===== config.mk =====
export PLATFORM = sky130hd
export DESIGN_NAME = mio_arbiter
export DESIGN_NICKNAME = d
export VERILOG_FILES = /design/src/rtl/mio_arbiter.sv
export SDC_FILE = /design/constraint.sdc
export NUM_CORES = 1
export LEC_CHECK = 0
export CAP_MARGIN = 25
export CORE_MARGIN = 2
export CORE_UTILIZATION = 43
export CTS_BUF_LIST = sky130_fd_sc_hd__clkbuf_4
export DETAILED_ROUTE_END_ITERATION = 10
export PLACE_DENSITY = 0.88
export SYNTH_ARGS = -nofsm -noshare
export SYNTH_HDL_FRONTEND = slang
export SYNTH_SLANG_ARGS = --single-unit

===== constraint.sdc =====
create_clock -name clk -period 5.56 [get_ports clk]
set_clock_uncertainty 0.1 [all_clocks]
set_input_delay 0.834 -clock clk [delete_from_list [all_inputs] [get_ports clk]]
set_output_delay 0.834 -clock clk [all_outputs]
set_load 0.1 [all_outputs]

===== src/rtl/mio_arbiter.sv =====
// rtl/mio_arbiter.sv - two-master, one-slave memory bus arbiter with ack timeout
module mio_arbiter #(
  parameter int AW         = 32,
  parameter int DW         = 32,
  parameter int TIMEOUT    = 255,
  parameter int FIXED_PRIO = 0
) (
  input  logic          clk,
  input  logic          reset,
  input  logic          m0_req,
  input  logic          m0_we,
  input  logic [AW-1:0] m0_addr,
  input  logic [DW-1:0] m0_wdata,
  output logic          m0_ready,
  input  logic          m1_req,
  input  logic          m1_we,
  input  logic [AW-1:0] m1_addr,
  input  logic [DW-1:0] m1_wdata,
  output logic          m1_ready,
  output logic [DW-1:0] rdata,
  output logic          bus_err,
  output logic [1:0]    grant,
  output logic          mem_en,
  output logic          mem_we,
  output logic [AW-1:0] mem_addr,
  output logic [DW-1:0] mem_wdata,
  input  logic [DW-1:0] mem_rdata,
  input  logic          mem_ack
);

  // Last ACCESS cycle index before the access is abandoned
  localparam logic [7:0] WAIT_LAST = 8'(TIMEOUT - 1);

  typedef enum logic [1:0] {
    ST_IDLE   = 2'd0,
    ST_ACCESS = 2'd1,
    ST_DONE   = 2'd2
  } state_t;

  state_t     state;
  state_t     state_next;
  logic       last_m1;
  logic [7:0] wait_cnt;
  logic       any_req;
  logic       win_m1;
  logic       wait_expired;

  // State register
  always_ff @(posedge clk) begin
    if (reset) state <= ST_IDLE;
    else       state <= state_next;
  end

  // Next-state: issue on any request, finish on ack or timeout, one DONE cycle
  always_comb begin
    state_next = state;
    case (state)
      ST_IDLE:   if (any_req) state_next = ST_ACCESS;
      ST_ACCESS: if (mem_ack || wait_expired) state_next = ST_DONE;
      ST_DONE:   state_next = ST_IDLE;
      default:   state_next = ST_IDLE;
    endcase
  end

  // Arbitration winner and timeout detection
  always_comb begin
    any_req      = m0_req | m1_req;
    // m1 wins alone, or on a tie in round-robin mode when m0 was served last
    win_m1       = m1_req & (~m0_req | ((FIXED_PRIO == 0) & ~last_m1));
    wait_expired = (wait_cnt == WAIT_LAST);
  end

  // Registered bus strobes, owner tracking, completion pulses and read data
  always_ff @(posedge clk) begin
    if (reset) begin
      grant     <= 2'b00;
      mem_en    <= 1'b0;
      mem_we    <= 1'b0;
      mem_addr  <= '0;
      mem_wdata <= '0;
      rdata     <= '0;
      m0_ready  <= 1'b0;
      m1_ready  <= 1'b0;
      bus_err   <= 1'b0;
      wait_cnt  <= 8'd0;
      last_m1   <= 1'b1;
    end else begin
      case (state)
        ST_IDLE: begin
          if (any_req) begin
            mem_en    <= 1'b1;
            mem_we    <= win_m1 ? m1_we    : m0_we;
            mem_addr  <= win_m1 ? m1_addr  : m0_addr;
            mem_wdata <= win_m1 ? m1_wdata : m0_wdata;
            grant     <= win_m1 ? 2'b10    : 2'b01;
            last_m1   <= win_m1;
            wait_cnt  <= 8'd0;
          end
        end
        ST_ACCESS: begin
          if (mem_ack) begin
            if (!mem_we) rdata <= mem_rdata;
            mem_en   <= 1'b0;
            mem_we   <= 1'b0;
            m0_ready <= grant[0];
            m1_ready <= grant[1];
          end else if (wait_expired) begin
            if (!mem_we) rdata <= '0;
            mem_en   <= 1'b0;
            mem_we   <= 1'b0;
            m0_ready <= grant[0];
            m1_ready <= grant[1];
            bus_err  <= 1'b1;
          end else begin
            wait_cnt <= wait_cnt + 8'd1;
          end
        end
        ST_DONE: begin
          m0_ready <= 1'b0;
          m1_ready <= 1'b0;
          bus_err  <= 1'b0;
          grant    <= 2'b00;
        end
        default: begin
          grant  <= 2'b00;
          mem_en <= 1'b0;
        end
      endcase
    end
  end

endmodule


After elaboration in Yosys (flattened, before gate mapping)
Cells that the tools add are included.

word-level totals
  flip-flop bits (word level) = 114
  input port bits = 167
  output and inout bits = 103
  logic and storage cells = 77

cells by class
  $add $sub $neg = 1
  equal/unequal tests = 11
  muxes and demuxes = 32
  bitwise logic cells = 7
  reduce and logical (&&, ||, !) cells = 14

operators with widths
  kind                 count
  $mux 32              6
  $mux 8               3
  $pmux 8 s2           1
  $ne 2x2->1 const B   7
  $mux 1               11
  $reduce_and 3->1     3
  $add 8x1->8 const B  1
  $eq 8x8->1 const B   1
  $mux 2               4
  $pmux 1 s2           4
  $pmux 2 s2           2
  $reduce_and 2->1     4
  $reduce_and 4->1     2
  $reduce_bool 2->1    3
  $not 1->1            4
  $ne 3x3->1 const B   1
  $pmux 1 s3           1
  $eq 2x1->1 const B   1
  $eq 2x2->1 const B   1
  $logic_not 2->1      1
  $or 1x1->1           2
  $and 1x1->1          1
  $logic_or 1x1->1     1

Depth between registers and ports, before layout
Gate-level depths: netlist of run 1.

  depth after elaboration = 6
  depth in mapped cells = 9
  gate-level depth less buffers = 6

Least setup slack after synthesis of run 1
No wires, ideal clock.

  path kind = in2reg
  from = input port m0_req
  to = register mem_addr[0]
  library setup time = 0.137 ns
  arrival = 1.835 ns
  required time = 5.323 ns
  slack = 3.487 ns
  stages = 5
  buffers on the path = 3
  cells stage by stage = clkbuf_2 -> o21a_1 -> clkbuf_1 -> clkbuf_1 -> a211oi_1

on the way
  word-level cells in the longest chain between the ends = 4
  elaborated cells between the ends (all ways) = 6
  classes of those cells = 1 x mux; 4 x bitwise; 1 x reduce/logical

RTL lines
  what                    RTL line  text
  start: declaration      10        input logic m0_req,
  $not 1->1               69        win_m1 = m1_req & (~m0_req | ((FIXED_PRIO == 0) & ~last_m1));
  $or 1x1->1              69
  $and 1x1->1             69
  $mux 32                 93        mem_addr <= win_m1 ? m1_addr : m0_addr;
  end signal: assignment  93
  end: declaration        25        output logic [AW-1:0] mem_addr,

Several ways; a longest one is shown, not always the timed one.
A chain may end at the register's enable or synchronous reset.

Final worst setup path of run 1
  from = register mem_addr[19]
  to = output port mem_addr[19]

No word-level cell between the ends.

==> reports/summary.log, run 1 <==
INFO  timing         min_period_over_period=0.535
INFO  timing         finalMaxSlewViolations=0
INFO  final_layout   post_route_cells_drive_above_1_share=0.0621
INFO  global_routing grt_antenna_before_repair=0
INFO  logic_synthesis post_synth_instance_area=4840um^2
INFO  global_routing grt_remaining_overflow=0
INFO  timing         worst_slack=2.58ns
INFO  clocking       cts.root.buffer_cell=clkbuf_4
INFO  placed_design  buffer_ports.inserted=269
INFO  logic_synthesis async_reset_ff_frac=0
INFO  routing        dr.pass1.iters=4
INFO  logic_synthesis synthesis.instances=477
INFO  clocking       h-tree-depth=4
INFO  worst_setup_path crit_family=buffers and inverters
INFO  clocking       clock-sinks=114
INFO  logic_synthesis mean_syn_cell_area=10.1um^2
INFO  final_layout   finish.net_count=901
INFO  worst_setup_path setup.reg_to_reg.worst_slack=2.94ns
INFO  clocking       ctsLongestPathBuffers=2
INFO  logic_synthesis ys_seq_elements=114
INFO  routing        avgRoutedWirePerCell=15.8um
INFO  worst_setup_path crit_chain=clkdlybuf4s50_1
INFO  logic_synthesis most_common_library_cells_after_synthesis=dfxtp_1 (114), nor2_1 (70), mux2i_1 (66), a211oi_1 (65), a22o_1 (32)
INFO  floorplanning  die_w=110um
INFO  timing         worstMarginPinSlew=1.05ns
INFO  floorplanning  die_h=110um
INFO  clocking       post_cts_setup_buffer_count=0
INFO  global_routing grt_pass1_vias=4262
INFO  timing         setup_viol=0
INFO  logic_synthesis synth.top_cells.by_area=dfxtp_1 (47%), mux2i_1 (14%), a211oi_1 (10%)
INFO  routing        initialDrtViolationCount=174
INFO  worst_setup_path crit_fanout=2
INFO  min_path       hold_path_startpoint=mem_en
INFO  worst_setup_path worst_setup_path_start_kind=flop
INFO  timing         maxClockFrequency=0.336GHz
INFO  placed_design  routabilityCongestion=0.803
INFO  logic_synthesis yosysTopAreaCellShare=0.472
INFO  logic_synthesis synth_ff_type=dfxtp_1
INFO  logic_synthesis yosys.cell_count.top_type=dfxtp_1
INFO  placed_design  half_perimeter_wire_length_after_detailed_placement=10400um
INFO  power          powerDensity=364nW/um^2
INFO  clocking       cts-buffers-inserted=17
INFO  logic_synthesis synth_xor_xnor_area_share=0
INFO  clocking       clk_latency=0.51ns
INFO  placed_design  worst_setup_slack_after_placement=2.24ns
INFO  logic_synthesis yosysWarningCount=0
INFO  worst_setup_path cp.required=4.63ns
INFO  min_path       hold_path_class=reg2reg
INFO  timing         rsz0062_at_grt=no
INFO  worst_setup_path rr_startpoint=state[1]
INFO  routing        route.final.wire_length=13900um
INFO  job            timing.max_cap.violations=0
INFO  floorplanning  design.die.area=12100um^2
INFO  logic_synthesis post_synthesis_compound_gate_area_fraction=0.223
INFO  global_routing global_route_usage_over_all_layers=0.218
INFO  timing         timing.final.hold_violations=0
INFO  logic_synthesis synthMuxAreaShare=0.137
INFO  routing        via_per_inst=5.18
INFO  routing        num_vias=4565
INFO  floorplanning  num_rows=38
INFO  logic_synthesis post_synthesis_adder_cell_area_fraction=0.0155
INFO  floorplanning  floorplan.initialDensity=0.444
INFO  timing         accumulated_negative_setup_slack=0ns
INFO  logic_synthesis synthDominantAreaCellType=dfxtp_1
INFO  floorplanning  ioPinCount=270
INFO  global_routing grt_max_degree=82
INFO  clocking       postcts_resize_cnt=0
INFO  final_layout   area_growth_syn_to_layout=61.2%
INFO  clocking       hold_buffers=0
INFO  run_status     run_status=finished, final reports clean
INFO  final_layout   n_antenna_cell=0
INFO  logic_synthesis share_of_the_yosys_chip_area_belonging_to_registers=0.472
INFO  worst_setup_path cp_arrival=2.04ns
INFO  worst_setup_path crit_path_top_delay_cell=clkdlybuf4s50_1
INFO  min_path       whs_path_depth=2
INFO  clocking       path_clk_slew=0.10ns
INFO  logic_synthesis postSynthNetCount=650
INFO  clocking       clock_tree_from_tritoncts=done
INFO  worst_setup_path worst-path-buf-inv=1
INFO  worst_setup_path crit_path_max_incr_delay=1.17ns
INFO  routing        drt.antenna.violating_nets=0
INFO  power          irDropWorstVdd=235uV
INFO  min_path       worst_hold_path.endpoint=mem_en
INFO  timing         fin_crit=2.98ns
INFO  global_routing grt_pass1_wl=20300um
INFO  worst_setup_path worst_r2r_path_cells=6
INFO  logic_synthesis synth_top_family_by_area=compound AO/OA/AOI/OAI gates
INFO  final_layout   layout.filler_cells=770
INFO  floorplanning  core_area=10900um^2
INFO  routing        drcViolationCount=0
INFO  worst_setup_path reg2reg_to=mem_addr[1]
INFO  logic_synthesis synth_edf_count=0
INFO  worst_setup_path critical_path.endpoint_type=output port
INFO  worst_setup_path criticalPathCategory=reg2out
INFO  power          leakage=2.94nW
INFO  logic_synthesis synth_simple_gate_area_frac=0.0970
INFO  timing         maxSlewHeadroom=0.301
INFO  logic_synthesis post_synth_num_cell_types=45
-- logic make-up after synthesis --
logic type | count (synthesis)
AND/OR/NAND/NOR | 103
AO/OA/AOI/OAI | 137
flip-flops | 114
adder cells (fa/ha/maj) | 6
buffers and inverters | 51
multiplexers | 66
-- worst register-to-register path, cell delays in order, from the launching register on --
cell,delay [ns]
dfxtp_1,0.33
inv_1,0.12
ha_1,0.35
o21a_4,0.66
buf_4,0.63
nor2_1,0.09
a211oi_1,0.25
-- cell type report --
cell class                 instances  area [um^2]  area share
tap                              140          175      0.0225
sequential                       114         2280       0.293
inverter                          10         37.5     0.00481
clock inverter                    14          145      0.0186
clock buffer                      18          135      0.0173
multi-input combinational        312         2300       0.295
timing repair buffer             273         2730       0.349
-- cell usage in the layout, fill, tap and decap left out, types with 2 or more instances in the layout --
cell type,synthesis,final
a211oi_1,65,65
inv_1,9,9
nor3_1,2,2
bufinv_16,0,3
ha_1,6,6
nand2b_1,4,4
and3_1,2,2
a211oi_2,2,2
clkdlybuf4s50_1,0,268
nand2_1,7,7
dfxtp_1,114,114
buf_4,6,3
mux2i_1,66,66
clkinv_2,0,4
a22o_1,32,32
nand3_1,5,5
nor2_1,70,70
a31oi_1,7,7
clkbuf_4,0,18
a41oi_1,2,2
nand4b_1,2,2
clkinv_1,0,5
a21oi_1,11,11
nor2b_1,3,3
o21ai_0,7,7
-- worst max path at each step --
stage,startpoint,end,slack [ns],cells past startpoint
6_report,mem_addr[19],mem_addr[19],2.58,1
5_1_grt,grant[1],grant[1],2.48,1
3_5_place_dp,m0_req,mem_addr[1],2.24,5
3_3_place_gp,m0_req,mem_addr[12],2.37,5
2_1_floorplan,m0_req,mem_addr[0],3.49,5
4_1_cts,mem_addr[31],mem_addr[31],2.52,1
-- per-layer routing --
metal	up-vias	routed length [um]	global-route usage
met5	-	0	0
met4	0	179	0.0750
met3	18	1360	0.0864
met2	202	7130	0.397
met1	2068	5250	0.226
li1	2277	-	-
-- report_power, final --
| part | switching [W] | internal [W] |
|---|---|---|
| logic | 0.000905 | 0.000365 |
| clock network | 0.000297 | 0.000307 |
| registers | 0.0000530 | 0.000912 |
-- state kept, by name, indices dropped and copies added (netlist names) --
name,count
bus_err,1
grant,2
last_m1,1
m0_ready,1
m1_ready,1
mem_addr,32
mem_en,1
mem_wdata,32
mem_we,1
rdata,32
state,2
wait_cnt,8
-- stage by stage --
step | utilization | instances | power, W | hold WS, ns | area [um^2]
floorplan | - | 477 | 0.00190 | 0.332 | 4840
global placement | 0.689 | 848 | 0.00223 | 0.355 | 7500
detailed placement | 0.689 | 848 | 0.00226 | 0.353 | 7500
CTS | 0.715 | 880 | 0.00286 | 0.375 | 7780
global route | 0.716 | 881 | 0.00296 | 0.398 | 7800
finish | 0.716 | 881 | 0.00284 | 0.371 | 7800
Power figures use the tool's default switching activity.
==> run 2, diff against run 1 <==
- CORE_UTILIZATION: 43 -> 36
- PLACE_DENSITY: 0.88 -> 0.79
- clock period: 5.56 -> 2.7 ns (I/O delays scaled with it)
==> run 2 against run 1 <==
  * Via count rose by 1.8%
  * Register-to-register slack got worse by 2.4 ns
  * Sequential cell count unchanged
  * Sequential share of layout area grew 0.40 points
  * Sequential power is 110% higher
  * Non-clock buffer count is 6 higher
  * Total power rose by 110%
  * Worst setup slack got worse by 2.1 ns
  * Critical path type is now reg2reg
  * Critical endpoint is now rdata[4]
==> reports/summary.log, run 2 (synthesis results as in run 1) <==
INFO  worst_setup_path critical_path.endpoint_type=flop [was output port]
INFO  timing         maxSlewHeadroom=0.622 [was 0.301]
INFO  clocking       clock_tree_from_tritoncts=done [unchanged]
INFO  worst_setup_path cp_arrival=2.55ns [was 2.04 ns]
INFO  placed_design  buffer_ports.inserted=269 [unchanged]
INFO  routing        initialDrtViolationCount=161 [was 174]
INFO  final_layout   largest_registers=mem_addr (32), mem_wdata (32), rdata (32) [unchanged]
INFO  timing         timing.final.hold_violations=0 [unchanged]
INFO  global_routing grt_antenna_before_repair=1 [was 0]
INFO  clocking       path_clk_slew=0.10ns [about the same]
INFO  worst_setup_path crit_fanout=32 [was 2]
INFO  power          total_net_switching_power=0.00261W [was 0.00126 W]
INFO  global_routing global_route_usage_over_all_layers=0.193 [was 0.218]
INFO  global_routing grt_pass1_vias=4475 [was 4262]
INFO  run_status     run_status=finished, final reports clean [unchanged]
INFO  routing        num_vias=4649 [was 4565]
INFO  placed_design  half_perimeter_wire_length_after_detailed_placement=10700um [was 10400 um]
INFO  timing         min_period_over_period=0.816
INFO  clocking       h-tree-depth=4 [unchanged]
INFO  routing        route.final.wire_length=14200um [was 13900 um]
INFO  power          seqPwrFrac=0.335 [was 0.340]
INFO  timing         maxClockFrequency=0.454GHz
INFO  final_layout   mostFrequentLayoutCells=clkdlybuf4s50_1 (165), dfxtp_1 (114), buf_4 (110), nor2_1 (70), mux2i_1 (66) [was clkdlybuf4s50_1 (268), dfxtp_1 (114), nor2_1 (70), mux2i_1 (66), a211oi_1 (65)]
INFO  floorplanning  core_area=13200um^2 [was 10900 um^2]
INFO  clocking       post_cts_setup_buffer_count=0 [unchanged]
INFO  clocking       cts-buffers-inserted=17 [unchanged]
INFO  routing        dr.pass1.iters=4 [unchanged]
INFO  worst_setup_path worst_setup_path_start_kind=flop [unchanged]
INFO  global_routing grt_pass1_wl=21700um [was 20300 um]
INFO  clocking       hold_buffers=0 [unchanged]
INFO  floorplanning  design.die.area=14400um^2 [was 12100 um^2]
INFO  floorplanning  ioPinCount=270 [unchanged]
INFO  final_layout   area_growth_syn_to_layout=59.0% [was 61.2%]
INFO  timing         fin_crit=2.20ns
INFO  power          p_int=0.00333W [was 0.00158 W]
INFO  clocking       clock-sinks=114 [unchanged]
INFO  worst_setup_path crit_path_max_incr_delay=0.43ns [was 1.17 ns]
INFO  floorplanning  floorplan.initialDensity=0.367 [was 0.444]
INFO  clocking       clk_latency=0.51ns [about the same]
INFO  worst_setup_path critical_path.most_common_cell=buf_4
INFO  worst_setup_path crit_path_top_delay_cell=ha_1 [was clkdlybuf4s50_1]
INFO  final_layout   final_common_cell=clkdlybuf4s50_1 [unchanged]
INFO  final_layout   layout.filler_cells=1163 [was 770]
INFO  power          irDropWorstVdd=521uV [was 235 uV]
INFO  routing        via_per_inst=5.03 [was 5.18]
INFO  clocking       postcts_resize_cnt=0 [unchanged]
INFO  min_path       hold_path_class=in2reg [was reg2reg]
INFO  timing         rsz0062_at_grt=no [unchanged]
INFO  worst_setup_path criticalPathCategory=reg2reg [was reg2out]
INFO  timing         setup_viol=0 [unchanged]
INFO  floorplanning  die_h=120um [was 110 um]
INFO  worst_setup_path crit_chain=inv_1 > ha_1 > inv_2 > nor2_1 > buf_4 > and3_1 > buf_4 > a22o_1 [was clkdlybuf4s50_1]
INFO  routing        avgRoutedWirePerCell=15.4um [was 15.8 um]
INFO  routing        drt.antenna.violating_nets=0 [unchanged]
INFO  job            timing.max_cap.violations=0 [unchanged]
INFO  power          powerDensity=772nW/um^2 [was 364 nW/um^2]
INFO  floorplanning  num_rows=42 [was 38]
INFO  power          pwr-share-clk=0.231 [was 0.213]
INFO  routing        drcViolationCount=0 [unchanged]
INFO  power          leakage=3.16nW [was 2.94 nW]
INFO  final_layout   post_route_cells_drive_above_1_share=0.209 [was 0.0621]
INFO  power          power.share.combinational=0.434 [was 0.448]
INFO  timing         worstMarginPinSlew=0.566ns [was 1.05 ns]
INFO  clocking       cts.root.buffer_cell=clkbuf_4 [unchanged]
INFO  global_routing grt_remaining_overflow=0 [unchanged]
INFO  worst_setup_path cp.required=3.05ns [was 4.63 ns]
INFO  final_layout   finish.net_count=907 [was 901]
INFO  timing         accumulated_negative_setup_slack=0ns [unchanged]
INFO  timing         finalMaxSlewViolations=0 [unchanged]
INFO  clocking       ctsLongestPathBuffers=2 [unchanged]
INFO  power          power.switching_fraction=0.439 [was 0.442]
INFO  floorplanning  die_w=120um [was 110 um]
INFO  final_layout   final_core_utilization=0.583 [was 0.716]
INFO  placed_design  routabilityCongestion=0.767 [was 0.803]
INFO  global_routing grt_max_degree=77 [was 82]
-- run 2: changes by cell type in the layout (fill, tap and decap cells not counted), sizes merged --
| cell | delta |
|---|---|
| diode | +1 |
| clkdlybuf4s50 | -103 |
| bufinv | +1 |
| buf | +109 |
| clkinv | -2 |
| clkbuf | +1 |
-- run 2: metrics by stage --
step / setup WS, ns / cell area, um^2 / hold slack [ns] / std cells / power (W)
after floorplan: 0.649 / 4840 / 0.332 / 477 / 0.00392
after global placement: 0.428 / 7380 / 0.353 / 891 / 0.00457
after detailed placement: 0.396 / 7380 / 0.359 / 891 / 0.00461
after CTS: 0.526 / 7690 / 0.139 / 923 / 0.00600
after global routing: 0.353 / 7690 / 0.154 / 924 / 0.00619
final: 0.498 / 7690 / 0.204 / 924 / 0.00594
-- run 2: final cells by class --
class	instances	area [um^2]	share of cell area
Sequential cell	114	2280	0.297
Antenna cell	1	2.50	0.000325
Clock inverter	13	166	0.0216
Inverter	10	37.5	0.00488
Clock buffer	19	143	0.0185
Multi-Input combinational cell	312	2300	0.299
Tap cell	176	220	0.0286
Timing Repair Buffer	279	2540	0.331
-- run 2: worst max-delay path, delay by kind of cell, from the launching register on --
family          cells  cell delay, ns
simple gates        2            0.29
compound gates      1            0.22
buf+inv             4            0.76
flops               1            0.33
fa+ha+maj           1            0.43
-- run 2: power by group through the flow --
stage | Sequential (W) | Clock (W) | Combinational, W
floorplan | 0.00336 | 0 | 0.000559
global placement | 0.00202 | 0 | 0.00255
detailed placement | 0.00203 | 0 | 0.00258
CTS | 0.00199 | 0.00143 | 0.00258
global route | 0.00201 | 0.00150 | 0.00268
finish | 0.00199 | 0.00137 | 0.00257
-- run 2: path summary, 6_finish.rpt --
check	from	endpoint	slack (ns)	cells after the start
max reg2reg	state[1]	rdata[4]	0.50	8
min	reset	wait_cnt[0]	0.20	3
min reg2reg	mem_en	mem_en	0.38	2
max	state[1]	rdata[4]	0.50	8
-- run 2: per-layer routing --
| layer | vias to the layer above | GRT usage | wire length (um) | part of all wire |
|---|---|---|---|---|
| li1 | 2281 | - | - | - |
| met2 | 222 | 0.341 | 6970 | 0.49 |
| met4 | 0 | 0.0757 | 206 | 0.015 |
| met1 | 2132 | 0.206 | 5790 | 0.41 |
| met5 | - | 0 | 0 | 0 |
| met3 | 14 | 0.0722 | 1220 | 0.086 |
==> run 3, diff against run 2 <==
- clock period: 2.7 -> 1.89 ns (I/O delays scaled with it)
==> run 3 against run 2 <==
  * Count of clock-buffer cells in the layout did not move
  * Worst hold slack improved by 0.061 ns
  * Sequential share of layout area fell by 1.8 points
  * Combinational power rose by 53%
  * Register-to-register slack got worse by 0.44 ns
  * Die area did not move
  * Routed wire length rose by 4.4%
  * Via count rose by 3.5%
  * Critical endpoint is now wait_cnt[5]
  * Largest cell class unchanged
  * Largest power group unchanged
==> reports/summary.log, run 3 (synthesis results as in run 1) <==
INFO  run_status     run_status=finished, final reports clean [unchanged]
INFO  final_layout   final_core_utilization=0.621 [was 0.583]
INFO  timing         finalMaxSlewViolations=0 [unchanged]
INFO  worst_setup_path cp_arrival=2.18ns [was 2.55 ns]
INFO  timing         min_period_over_period=0.969 [was 0.816]
INFO  worst_setup_path worst_r2r_path_cells=6 [was 8]
INFO  routing        drcViolationCount=0 [unchanged]
INFO  global_routing grt_pass1_vias=4713 [was 4475]
INFO  clocking       cts.root.buffer_cell=clkbuf_4 [unchanged]
INFO  clocking       ctsLongestPathBuffers=2 [unchanged]
INFO  floorplanning  ioPinCount=270 [unchanged]
INFO  timing         hold-worst-slack=0.265ns [was 0.204 ns]
INFO  final_layout   finish.net_count=941 [was 907]
INFO  final_layout   final_common_cell=clkdlybuf4s50_1 [unchanged]
INFO  worst_setup_path critical_path.endpoint_type=flop [unchanged]
INFO  min_path       hold_path_class=in2reg [unchanged]
INFO  worst_setup_path cp.required=2.24ns [was 3.05 ns]
INFO  power          total_net_switching_power=0.00380W [was 0.00261 W]
INFO  floorplanning  num_rows=42 [unchanged]
INFO  timing         maxSlewHeadroom=0.760 [was 0.622]
INFO  global_routing grt_antenna_before_repair=1 [unchanged]
INFO  power          seqPwrFrac=0.337 [was 0.335]
INFO  clocking       clock_tree_from_tritoncts=done [unchanged]
INFO  worst_setup_path worst-path-buf-inv=1 [was 4]
INFO  job            timing.max_cap.violations=0 [unchanged]
INFO  floorplanning  die_h=120um [unchanged]
INFO  timing         fin_crit=1.83ns [was 2.20 ns]
INFO  clocking       cts-buffers-inserted=17 [unchanged]
INFO  routing        num_vias=4812 [was 4649]
INFO  timing         accumulated_negative_setup_slack=0ns [unchanged]
INFO  placed_design  half_perimeter_wire_length_after_detailed_placement=11300um [was 10700 um]
INFO  routing        via_per_inst=5.03 [about the same]
INFO  clocking       clk_latency=0.52ns [was 0.51 ns]
INFO  power          power.share.combinational=0.463 [was 0.434]
INFO  clocking       h-tree-depth=4 [unchanged]
INFO  placed_design  dpl_cell_area=7870um^2 [was 7380 um^2]
INFO  final_layout   post_route_cells_drive_above_1_share=0.253 [was 0.209]
INFO  worst_setup_path crit_path_max_incr_delay=0.55ns [was 0.43 ns]
INFO  global_routing grt_pass1_wl=23200um [was 21700 um]
INFO  worst_setup_path crit_chain=inv_2 > ha_1 > and4_4 > a21o_4 > or4_4 > o221ai_2 [was inv_1 > ha_1 > inv_2 > nor2_1 > buf_4 > and3_1 > buf_4 > a22o_1]
INFO  power          leakage=3.39nW [was 3.16 nW]
INFO  worst_setup_path setup.reg_to_reg.worst_slack=0.06ns [was 0.50 ns]
INFO  timing         timing.final.hold_violations=0 [unchanged]
INFO  worst_setup_path crit_path_top_delay_cell=or4_4 [was ha_1]
INFO  worst_setup_path worst_setup_path_start_kind=flop [unchanged]
INFO  min_path       worst_hold_path.endpoint=rdata[21] [was wait_cnt[0]]
INFO  timing         maxClockFrequency=0.546GHz [was 0.454 GHz]
INFO  routing        initialDrtViolationCount=152 [was 161]
INFO  timing         worstMarginPinSlew=0.360ns [was 0.566 ns]
INFO  floorplanning  design.die.area=14400um^2 [unchanged]
INFO  worst_setup_path criticalPathCategory=reg2reg [unchanged]
INFO  global_routing grt_remaining_overflow=0 [unchanged]
INFO  final_layout   largest_registers=mem_addr (32), mem_wdata (32), rdata (32) [unchanged]
INFO  clocking       clock-sinks=114 [unchanged]
INFO  final_layout   mostFrequentLayoutCells=clkdlybuf4s50_1 (165), buf_4 (121), dfxtp_1 (112), nor2_1 (70), mux2i_1 (66) [was clkdlybuf4s50_1 (165), dfxtp_1 (114), buf_4 (110), nor2_1 (70), mux2i_1 (66)]
INFO  routing        drt.antenna.violating_nets=0 [unchanged]
INFO  power          power.switching_fraction=0.446 [was 0.439]
INFO  clocking       path_clk_slew=0.10ns [about the same]
INFO  routing        route.final.wire_length=14800um [was 14200 um]
INFO  worst_setup_path crit_family=simple AND/OR/NAND/NOR gates [was buffers and inverters]
INFO  routing        dr.pass1.iters=5 [was 4]
INFO  power          irDropWorstVdd=619uV [was 521 uV]
INFO  placed_design  buffer_ports.inserted=269 [unchanged]
INFO  global_routing grt_max_degree=77 [unchanged]
INFO  worst_setup_path reg2reg_to=wait_cnt[5] [was rdata[4]]
INFO  min_path       hold_path_startpoint=mem_rdata[21] [was reset]
INFO  worst_setup_path rr_startpoint=wait_cnt[0] [was state[1]]
INFO  power          powerDensity=1040nW/um^2 [was 772 nW/um^2]
INFO  global_routing global_route_usage_over_all_layers=0.204 [was 0.193]
INFO  floorplanning  die_w=120um [unchanged]
INFO  final_layout   final_design_area_no_fill=8190um^2 [was 7690 um^2]
INFO  timing         setup_viol=0 [unchanged]
INFO  worst_setup_path crit_fanout=4 [was 32]
INFO  min_path       whs_path_depth=2 [was 3]
INFO  placed_design  routabilityCongestion=0.874 [was 0.767]
INFO  routing        avgRoutedWirePerCell=15.5um [was 15.4 um]
INFO  power          pwr-share-clk=0.200 [was 0.231]
INFO  floorplanning  floorplan.initialDensity=0.367 [unchanged]
INFO  floorplanning  core_area=13200um^2 [unchanged]
INFO  power          p_int=0.00471W [was 0.00333 W]
INFO  final_layout   area_growth_syn_to_layout=69.3% [was 59.0%]
-- run 3: how the worst max path moves through the flow --
stage / slack, ns / depth (start not counted) / to / startpoint
3_5_place_dp: -0.23 / 6 / mem_wdata[1] / m1_req
3_3_place_gp: -0.16 / 6 / mem_wdata[3] / m1_req
4_1_cts: 0.04 / 6 / wait_cnt[5] / wait_cnt[0]
2_1_floorplan: 0.06 / 9 / rdata[0] / state[1]
6_report: 0.06 / 6 / wait_cnt[5] / wait_cnt[0]
5_1_grt: -0.004 / 6 / wait_cnt[0] / wait_cnt[0]
-- run 3: layout make-up --
class	instances	area [um^2]
fill	1064	5000
timing repair buffer	313	3080
multi-input combinational	312	2310
sequential	114	2280
tap	176	220
clock buffer	19	143
clock inverter	12	118
inverter	10	37.5
antenna	1	2.50
-- run 3: timing repair --
item | CTS | global route
endpoints found under the setup margin | 0 | 34
gates resized for setup | 0 | 6
buffers inserted | 0 | 5
hold buffers | 1 | 0
endpoints found under the hold margin | 1 | 0
-- run 3: metrics by stage --
step                      worst slack [ns]  total power, W  std cells
final                               0.0580         0.00851        957
after global routing              -0.00409         0.00889        957
after CTS                           0.0383         0.00858        951
after detailed placement            -0.233         0.00685        919
after global placement              -0.163         0.00680        919
after floorplan                     0.0557         0.00560        477
-- run 3: layer usage --
layer	global-route usage	vias to the layer above	wire, um
met5	0	-	0
met4	0.0868	0	295
met3	0.0680	24	1210
met2	0.349	219	7420
met1	0.233	2217	5890
li1	-	2352	-
-- run 3: power groups by stage --
stage                     Sequential, W  Combinational, W  Clock [W]
after floorplan                 0.00480          0.000799          0
after global placement          0.00291           0.00389          0
after detailed placement        0.00292           0.00393          0
after CTS                       0.00287           0.00394    0.00177
after global routing            0.00290           0.00411    0.00187
final                           0.00287           0.00394    0.00170
